**config.mk**
```make
export PLATFORM = sky130hd
export DESIGN_NAME = mux8way_serializer_flat
export DESIGN_NICKNAME = d
export VERILOG_FILES = /design/src/rtl/mux8way_serializer_if.sv /design/src/rtl/mux8way_serializer.sv /design/src/flat_wrapper.sv
export SDC_FILE = /design/constraint.sdc
export NUM_CORES = 1
export LEC_CHECK = 0
export CORE_MARGIN = 1
export CORE_UTILIZATION = 45
export DETAILED_ROUTE_END_ITERATION = 6
export GPL_TIMING_DRIVEN = 0
export PLACE_DENSITY = 0.85
export SETUP_SLACK_MARGIN = 0.5
export SYNTH_ARGS = -nofsm -noshare
export SYNTH_HDL_FRONTEND = slang
export SYNTH_SLANG_ARGS = --single-unit
```
**constraint.sdc**
```tcl
create_clock -name clk -period 3.91 [get_ports clk]
set_input_delay 0.391 -clock clk [delete_from_list [all_inputs] [get_ports clk]]
set_output_delay 0.391 -clock clk [all_outputs]
set_load 0.02 [all_outputs]
```
**src/rtl/mux8way_serializer_if.sv**
```systemverilog
// Bundle for mux8way_serializer: the eight lane inputs, load/ready handshake and serial word outputs.
// The design drives it through the slave modport; the producer/consumer side uses the master modport.
interface mux8way_serializer_if #(
  parameter int WIDTH = 16
);
  logic             load;
  logic             ready;
  logic [WIDTH-1:0] inA;
  logic [WIDTH-1:0] inB;
  logic [WIDTH-1:0] inC;
  logic [WIDTH-1:0] inD;
  logic [WIDTH-1:0] inE;
  logic [WIDTH-1:0] inF;
  logic [WIDTH-1:0] inG;
  logic [WIDTH-1:0] inH;
  logic [WIDTH-1:0] out;
  logic [2:0]       select;
  logic             valid;
  logic             busy;
  logic             done;
  logic             parity;

  modport master (
    output load, ready, inA, inB, inC, inD, inE, inF, inG, inH,
    input  out, select, valid, busy, done, parity
  );

  modport slave (
    input  load, ready, inA, inB, inC, inD, inE, inF, inG, inH,
    output out, select, valid, busy, done, parity
  );
endinterface

```
**src/rtl/mux8way_serializer.sv**
```systemverilog
// Captures eight lanes on load and offers them one per accepted transfer, lane A first.
// Define MUX8WAY_SERIALIZER_PARITY_EN to drive parity with the even-parity bit of out while valid.
module mux8way_serializer #(
  parameter int WIDTH = 16
) (
  input  logic                 clk,
  input  logic                 reset,
  mux8way_serializer_if.slave  bus
);

  typedef enum logic {
    IDLE,
    SEND
  } state_t;

  typedef logic [WIDTH-1:0] lane_t;

  state_t     state_q, state_d;
  logic [2:0] select_q, select_d;
  logic       done_q, done_d;
  lane_t      lanes_q [8];
  lane_t      lanes_d [8];

  always_ff @(posedge clk or posedge reset) begin
    if (reset) begin
      state_q  <= IDLE;
      select_q <= 3'd0;
      done_q   <= 1'b0;
      for (int i = 0; i < 8; i++) begin
        lanes_q[i] <= '0;
      end
    end else begin
      state_q  <= state_d;
      select_q <= select_d;
      done_q   <= done_d;
      lanes_q  <= lanes_d;
    end
  end

  // Lane registers only change on an accepted load in IDLE, so input churn mid-frame is invisible.
  always_comb begin
    state_d  = state_q;
    select_d = select_q;
    done_d   = 1'b0;
    lanes_d  = lanes_q;
    case (state_q)
      IDLE: begin
        if (bus.load) begin
          lanes_d[0] = bus.inA;
          lanes_d[1] = bus.inB;
          lanes_d[2] = bus.inC;
          lanes_d[3] = bus.inD;
          lanes_d[4] = bus.inE;
          lanes_d[5] = bus.inF;
          lanes_d[6] = bus.inG;
          lanes_d[7] = bus.inH;
          select_d   = 3'd0;
          state_d    = SEND;
        end
      end
      SEND: begin
        if (bus.ready) begin
          if (select_q == 3'd7) begin
            state_d  = IDLE;
            select_d = 3'd0;
            done_d   = 1'b1;
          end else begin
            select_d = select_q + 3'd1;
          end
        end
      end
      default: begin
        state_d  = IDLE;
        select_d = 3'd0;
      end
    endcase
  end

  always_comb begin
    bus.out   = '0;
    bus.valid = 1'b0;
    bus.busy  = 1'b0;
    if (state_q == SEND) begin
      bus.out   = lanes_q[select_q];
      bus.valid = 1'b1;
      bus.busy  = 1'b1;
    end
  end

  assign bus.select = select_q;
  assign bus.done   = done_q;

`ifdef MUX8WAY_SERIALIZER_PARITY_EN
  assign bus.parity = bus.valid & (^bus.out);
`else
  assign bus.parity = 1'b0;
`endif

endmodule

```
**src/flat_wrapper.sv**
```systemverilog
// flat-port wrapper written by rule: the top's interface ports become plain ports
module mux8way_serializer_flat 
#(
  parameter int WIDTH = 16
)
  (clk, reset, bus_load, bus_ready, bus_inA, bus_inB, bus_inC, bus_inD, bus_inE, bus_inF, bus_inG, bus_inH, bus_out, bus_select, bus_valid, bus_busy, bus_done, bus_parity);
  mux8way_serializer_if #(.WIDTH(WIDTH)) bus_i ();
  input  logic clk;
  input  logic reset;
  input wire logic [$bits(bus_i.load)-1:0] bus_load;
  input wire logic [$bits(bus_i.ready)-1:0] bus_ready;
  input wire logic [$bits(bus_i.inA)-1:0] bus_inA;
  input wire logic [$bits(bus_i.inB)-1:0] bus_inB;
  input wire logic [$bits(bus_i.inC)-1:0] bus_inC;
  input wire logic [$bits(bus_i.inD)-1:0] bus_inD;
  input wire logic [$bits(bus_i.inE)-1:0] bus_inE;
  input wire logic [$bits(bus_i.inF)-1:0] bus_inF;
  input wire logic [$bits(bus_i.inG)-1:0] bus_inG;
  input wire logic [$bits(bus_i.inH)-1:0] bus_inH;
  output wire logic [$bits(bus_i.out)-1:0] bus_out;
  output wire logic [$bits(bus_i.select)-1:0] bus_select;
  output wire logic [$bits(bus_i.valid)-1:0] bus_valid;
  output wire logic [$bits(bus_i.busy)-1:0] bus_busy;
  output wire logic [$bits(bus_i.done)-1:0] bus_done;
  output wire logic [$bits(bus_i.parity)-1:0] bus_parity;
  assign bus_i.load = bus_load;
  assign bus_i.ready = bus_ready;
  assign bus_i.inA = bus_inA;
  assign bus_i.inB = bus_inB;
  assign bus_i.inC = bus_inC;
  assign bus_i.inD = bus_inD;
  assign bus_i.inE = bus_inE;
  assign bus_i.inF = bus_inF;
  assign bus_i.inG = bus_inG;
  assign bus_i.inH = bus_inH;
  assign bus_out = bus_i.out;
  assign bus_select = bus_i.select;
  assign bus_valid = bus_i.valid;
  assign bus_busy = bus_i.busy;
  assign bus_done = bus_i.done;
  assign bus_parity = bus_i.parity;
  mux8way_serializer #(.WIDTH(WIDTH)) u_core (.clk(clk), .reset(reset), .bus(bus_i));
endmodule
```
; ---- After elaboration in Yosys (flattened, before gate mapping)
; Cells that the tools add are included.
; Widths: inputs -> output; s select.
[word_totals]
regBits = 133
input_bits = 132
output_inout_bits = 23
word_cells = 36
[classes]
add_sub_neg = 1
n_lt_le_gt_ge = 1
n_eq_ne = 3
muxes = 16
n_bitwise = 2
n_reduce_logical = 2
[ops]
columns = operator, count
row1 = $bmux 16 s3, 1
row2 = $mux 16, 3
row3 = $mux 3, 3
row4 = $mux 1, 7
row5 = $pmux 3 s2, 1
row6 = $ge 4x4->1 const B, 1
row7 = $ne 2x2->1 const B, 2
row8 = $not 3->4, 1
row9 = $reduce_and 2->1, 2
row10 = $add 3x1->3 const B, 1
row11 = $eq 3x3->1 const B, 1
row12 = $pmux 1 s2, 1
row13 = $not 1->1, 1

; ---- Logic depth before layout (Yosys ltp)
[depth]
word_depth = 5
depth_mapped = 6

; ---- Worst setup path after synthesis
; OpenSTA, ideal clock, no wires.
[synth_timing]
path_type = register to output
start = reg u_core.select_q[2], in the netlist u_core.bus.select[2]
end = out bus_out[10]
t_arrival_ps = 1658
required_time_ps = 3519
setup_slack_ps = 1861
stages_incl_launch_ff = 6
n_path_buf = 3
path_cell_list = dfrtp_1 -> buf_6 -> buf_12 -> buf_12 -> mux2i_1 -> a221oi_1
[synth_via]
elab_chain_cells = 5
[synth_rtl]
columns = element, line_no
row1 = from (decl), mux8way_serializer.sv:19  ; logic [2:0] select_q, select_d;
row2 = from (signal assigned), mux8way_serializer.sv:34  ; select_q <= select_d;
row3 = $not 3->4 (implied by the code), mux8way_serializer.sv:84  ; bus.out = lanes_q[select_q];
row4 = $bmux 16 s3, mux8way_serializer.sv:84
row5 = $mux 16 (implied by the code) (2 in series), mux8way_serializer.sv:84
row6 = $mux 16, mux8way_serializer.sv:83  ; if (state_q == SEND) begin
row7 = to (decl), flat_wrapper.sv:20  ; output wire logic [$bits(bus_i.out)-1:0] bus_out;
; No other way between the ends. The select of a mux whose other input is x is not followed.

; ---- Worst setup path after layout
[layout_timing]
start = reg u_core.select_q[1], in the netlist u_core.bus.select[1]
end = out bus_out[2]
; The elaborated chain is that of the path after synthesis.

==> flow_summary.yaml <==
timing:
  worst_pin_slew_ns: 0.7733
  slew_viol_final: 0
  skew_ns: 0.003738
  layout_min_cycle_time_ns: 3.026
  slew_headroom: 0.4845
  max_freq_mhz: 330.5
  hold_viol: 0
  setup_violations: 0
  rsz0062_at_grt: "false"
  finalCritPeriodShare: 0.7738
  tns_ns: 0
clock_network:
  h-tree-depth: 4
  ctsHoldBuffers: 0
  postCtsSetupBuffers: 0
  post_cts_resized: 0
  clockBufferDepth: 2
  clk_pin_slew_ns: 0.05
  cts_root_buffer: "clkbuf_16"
  cts_sinks: 133
  worstSkewPairLatency_ns: 0.42
  cts_buffers: 17
  cts_tree: "yes"
yosys:
  synth.area.top_cells: "dfrtp_1, mux2_1, mux4_2, a221oi_2, mux2i_1"
  ys_seq_elements: 133
  seq_area_frac_synth: 0.5370
  ys_types: 27
  synthCells: 404
  yosys_warnings: 0
  synth.largest_area_cell: "dfrtp_1"
  synthesis.area_um2: 6197
  avgSynthCellArea_um2: 15.34
  netlist.area_leader.share: 0.5370
  synth_nets: 539
setup_path:
  worstPathRequired_ns: 3.52
  r2r_cells: 4
  crit_path_top_delay_cell: "clkdlybuf4s50_1"
  arrival_ns: 2.63
  path_max_fanout: 10
  crit_type: "register to output pin"
  path_cells: "buf_6 -> clkbuf_4 -> mux4_2 -> inv_1 -> a221oi_2 -> clkdlybuf4s50_1"
  end_kind: "output pin"
  cp_slowest_stage_delay_ns: 0.67
  cp_top_family: "buffers and inverters"
  start_kind: "register"
  cp.depth: 6
  cp.buffers_inverters: 4
floorplan:
  rows: 42
  fp.dieW_um: 119.4
  coreArea_um2: 13350
  floorplan.initialDensity: 0.4643
  die_height_um: 119.4
  pin_count: 155
  die_area_um2: 14240
power_and_ir_drop:
  p_sw_w: 0.002174
  p_leak_nw: 3.689
  total_power_w: 0.006638
  swShare: 0.3275
  pwr-share-comb: 0.417
  peakVddDrop_uv: 348.9
  clkPwrFrac: 0.223
  cell_internal_pwr_w: 0.004464
  cellPowerDensity_nw_per_um2: 774.8
  p_seq_frac: 0.360
outcome:
  outcome: "finished clean"
placement:
  dp_hpwl_mm: 11.66
  io_buffers: 153
  gp_congestion: 0.7889
routing:
  dr.pass1.iters: 4
  wl_per_cell_um: 20.33
  drtIter0Drc: 145
  wl_mm: 15.57
  viasPerCell: 5.286
  vias: 4049
  ant_nets: 0
  drc: 0
cells_and_area:
  fin_nets: 714
  antenna_cells: 0
  area_growth_pct: 38.24
  drive_gt1_frac: 0.1492
min_path:
  hp-class: "input port to asynchronous set/reset pin"
grt:
  grt_pass1_vias: 4637
  antenna_found_initial: 0
  grt_pass1_wl_mm: 25.02
  grt_overflow: 0
  gr-usage-all-layers: 0.2390
  grt_max_degree: 40
flow_run:
  cap_viol_max_count: 0
[per-stage QoR]
step	std cells	cell area, µm²	setup slack (ns)	hold WS, ns	utilization
detailed placement	736	8013	1.370	0.4690	0.6003
global placement	733	7953	0.7648	0.4592	0.5958
CTS	766	8567	0.8919	0.3686	0.6418
finish	766	8567	0.8844	0.3677	0.6418
global route	766	8567	0.7843	0.4191	0.6418
floorplan	404	6201	1.861	0.4503	-
[power by group through the flow]
stage,combinational (W),sequential [W],clock (W)
finish,0.00277,0.00239,0.00148
global placement,0.00270,0.00234,0
detailed placement,0.00278,0.00239,0
global route,0.00299,0.00245,0.00157
floorplan,0.00182,0.00228,0
CTS,0.00281,0.00238,0.00151
[cells in the final DEF (no fill, tap or decap), types with 2 or more instances in the layout]
master | synthesis | layout
clkbuf_16 | 0 | 17
clkbuf_8 | 0 | 5
clkinv_1 | 3 | 3
mux4_2 | 16 | 16
buf_12 | 2 | 5
inv_1 | 14 | 13
buf_4 | 16 | 16
a221oi_1 | 4 | 4
mux2_1 | 144 | 144
a221oi_2 | 12 | 12
buf_2 | 4 | 4
o21ai_0 | 14 | 14
dfrtp_1 | 133 | 133
clkinv_2 | 0 | 3
o21ai_1 | 2 | 2
ha_1 | 3 | 3
mux2i_1 | 17 | 17
clkbuf_1 | 3 | 7
clkdlybuf4s50_1 | 0 | 153
buf_6 | 4 | 4
nor2_1 | 3 | 3
[worst paths after layout]
kind / slack (ns) / start / endpoint
max in group asynchronous: 2.72 / reset / u_core.lanes_q[119]$_DFFE_PP0P_
min reg2reg: 0.48 / u_core.lanes_q[87]$_DFFE_PP0P_ / u_core.lanes_q[87]$_DFFE_PP0P_
min: 0.37 / reset / u_core.lanes_q[3]$_DFFE_PP0P_
max: 0.88 / u_core.bus.select[1]$_DFFE_PP0P_ / bus_out[2]
min in group clk: 0.48 / u_core.lanes_q[87]$_DFFE_PP0P_ / u_core.lanes_q[87]$_DFFE_PP0P_
max reg2reg: 2.25 / u_core.state_q$_DFF_PP0_ / u_core.lanes_q[80]$_DFFE_PP0P_
[worst reg2reg max path, cell delays in order, from the launching register on]
cell and delay [ns]:
dfrtp_1 0.44, nor2b_1 0.17, buf_2 0.30, buf_4 0.28, mux2_1 0.36
[registers in the layout (all words and copies together), names as in the netlist]
signal and flops:
u_core.bus.done 1, u_core.bus.select 3, u_core.lanes_q 128, u_core.state_q 1
[area by class of cell]
cell class	instances	area (µm²)
plain buffers	30	244.0
clock buffers	26	509.2
clock inverters	4	45.04
fillers	994	4781
inverters	17	67.56
multi-input cells	224	2561
flip-flops and latches	133	3328
well taps	176	220.2
repair buffers	156	1592
[Yosys cell counts]
master / instances
nor2_1: 3
nand2b_2: 1
a32o_1: 1
mux2i_1: 17
buf_2: 4
a22o_1: 1
clkinv_1: 3
buf_4: 16
o21ai_1: 2
mux2_2: 1
clkbuf_1: 3
o21ai_0: 14
nand2_1: 1
a221oi_2: 12
mux4_2: 16
a221oi_1: 4
buf_6: 4
nor2_2: 1
dfrtp_1: 133
buf_12: 2
clkbuf_4: 1
conb_1: 1
inv_1: 14
ha_1: 3
and3_1: 1
mux2_1: 144
nor2b_1: 1
[routing by layer]
metal,wire length [µm],up-vias,global-route usage
met5,0,-,0
met4,316,0,0.09063
met3,1001,27,0.07328
met2,7778,133,0.4033
met1,6476,2064,0.2866
li1,-,1825,-
[cells by family after synthesis]
group                    Yosys count  synth area share
AND/OR/NAND/NOR                    8          0.006866
other                              1         0.0006051
adder cells (fa/ha/maj)            3          0.006058
flip-flops                       133            0.5370
AO/OA/AOI/OAI                     34           0.05068
multiplexers                     178            0.3491
buffers and inverters             47           0.04967
(Power assumes the default switching activity.)
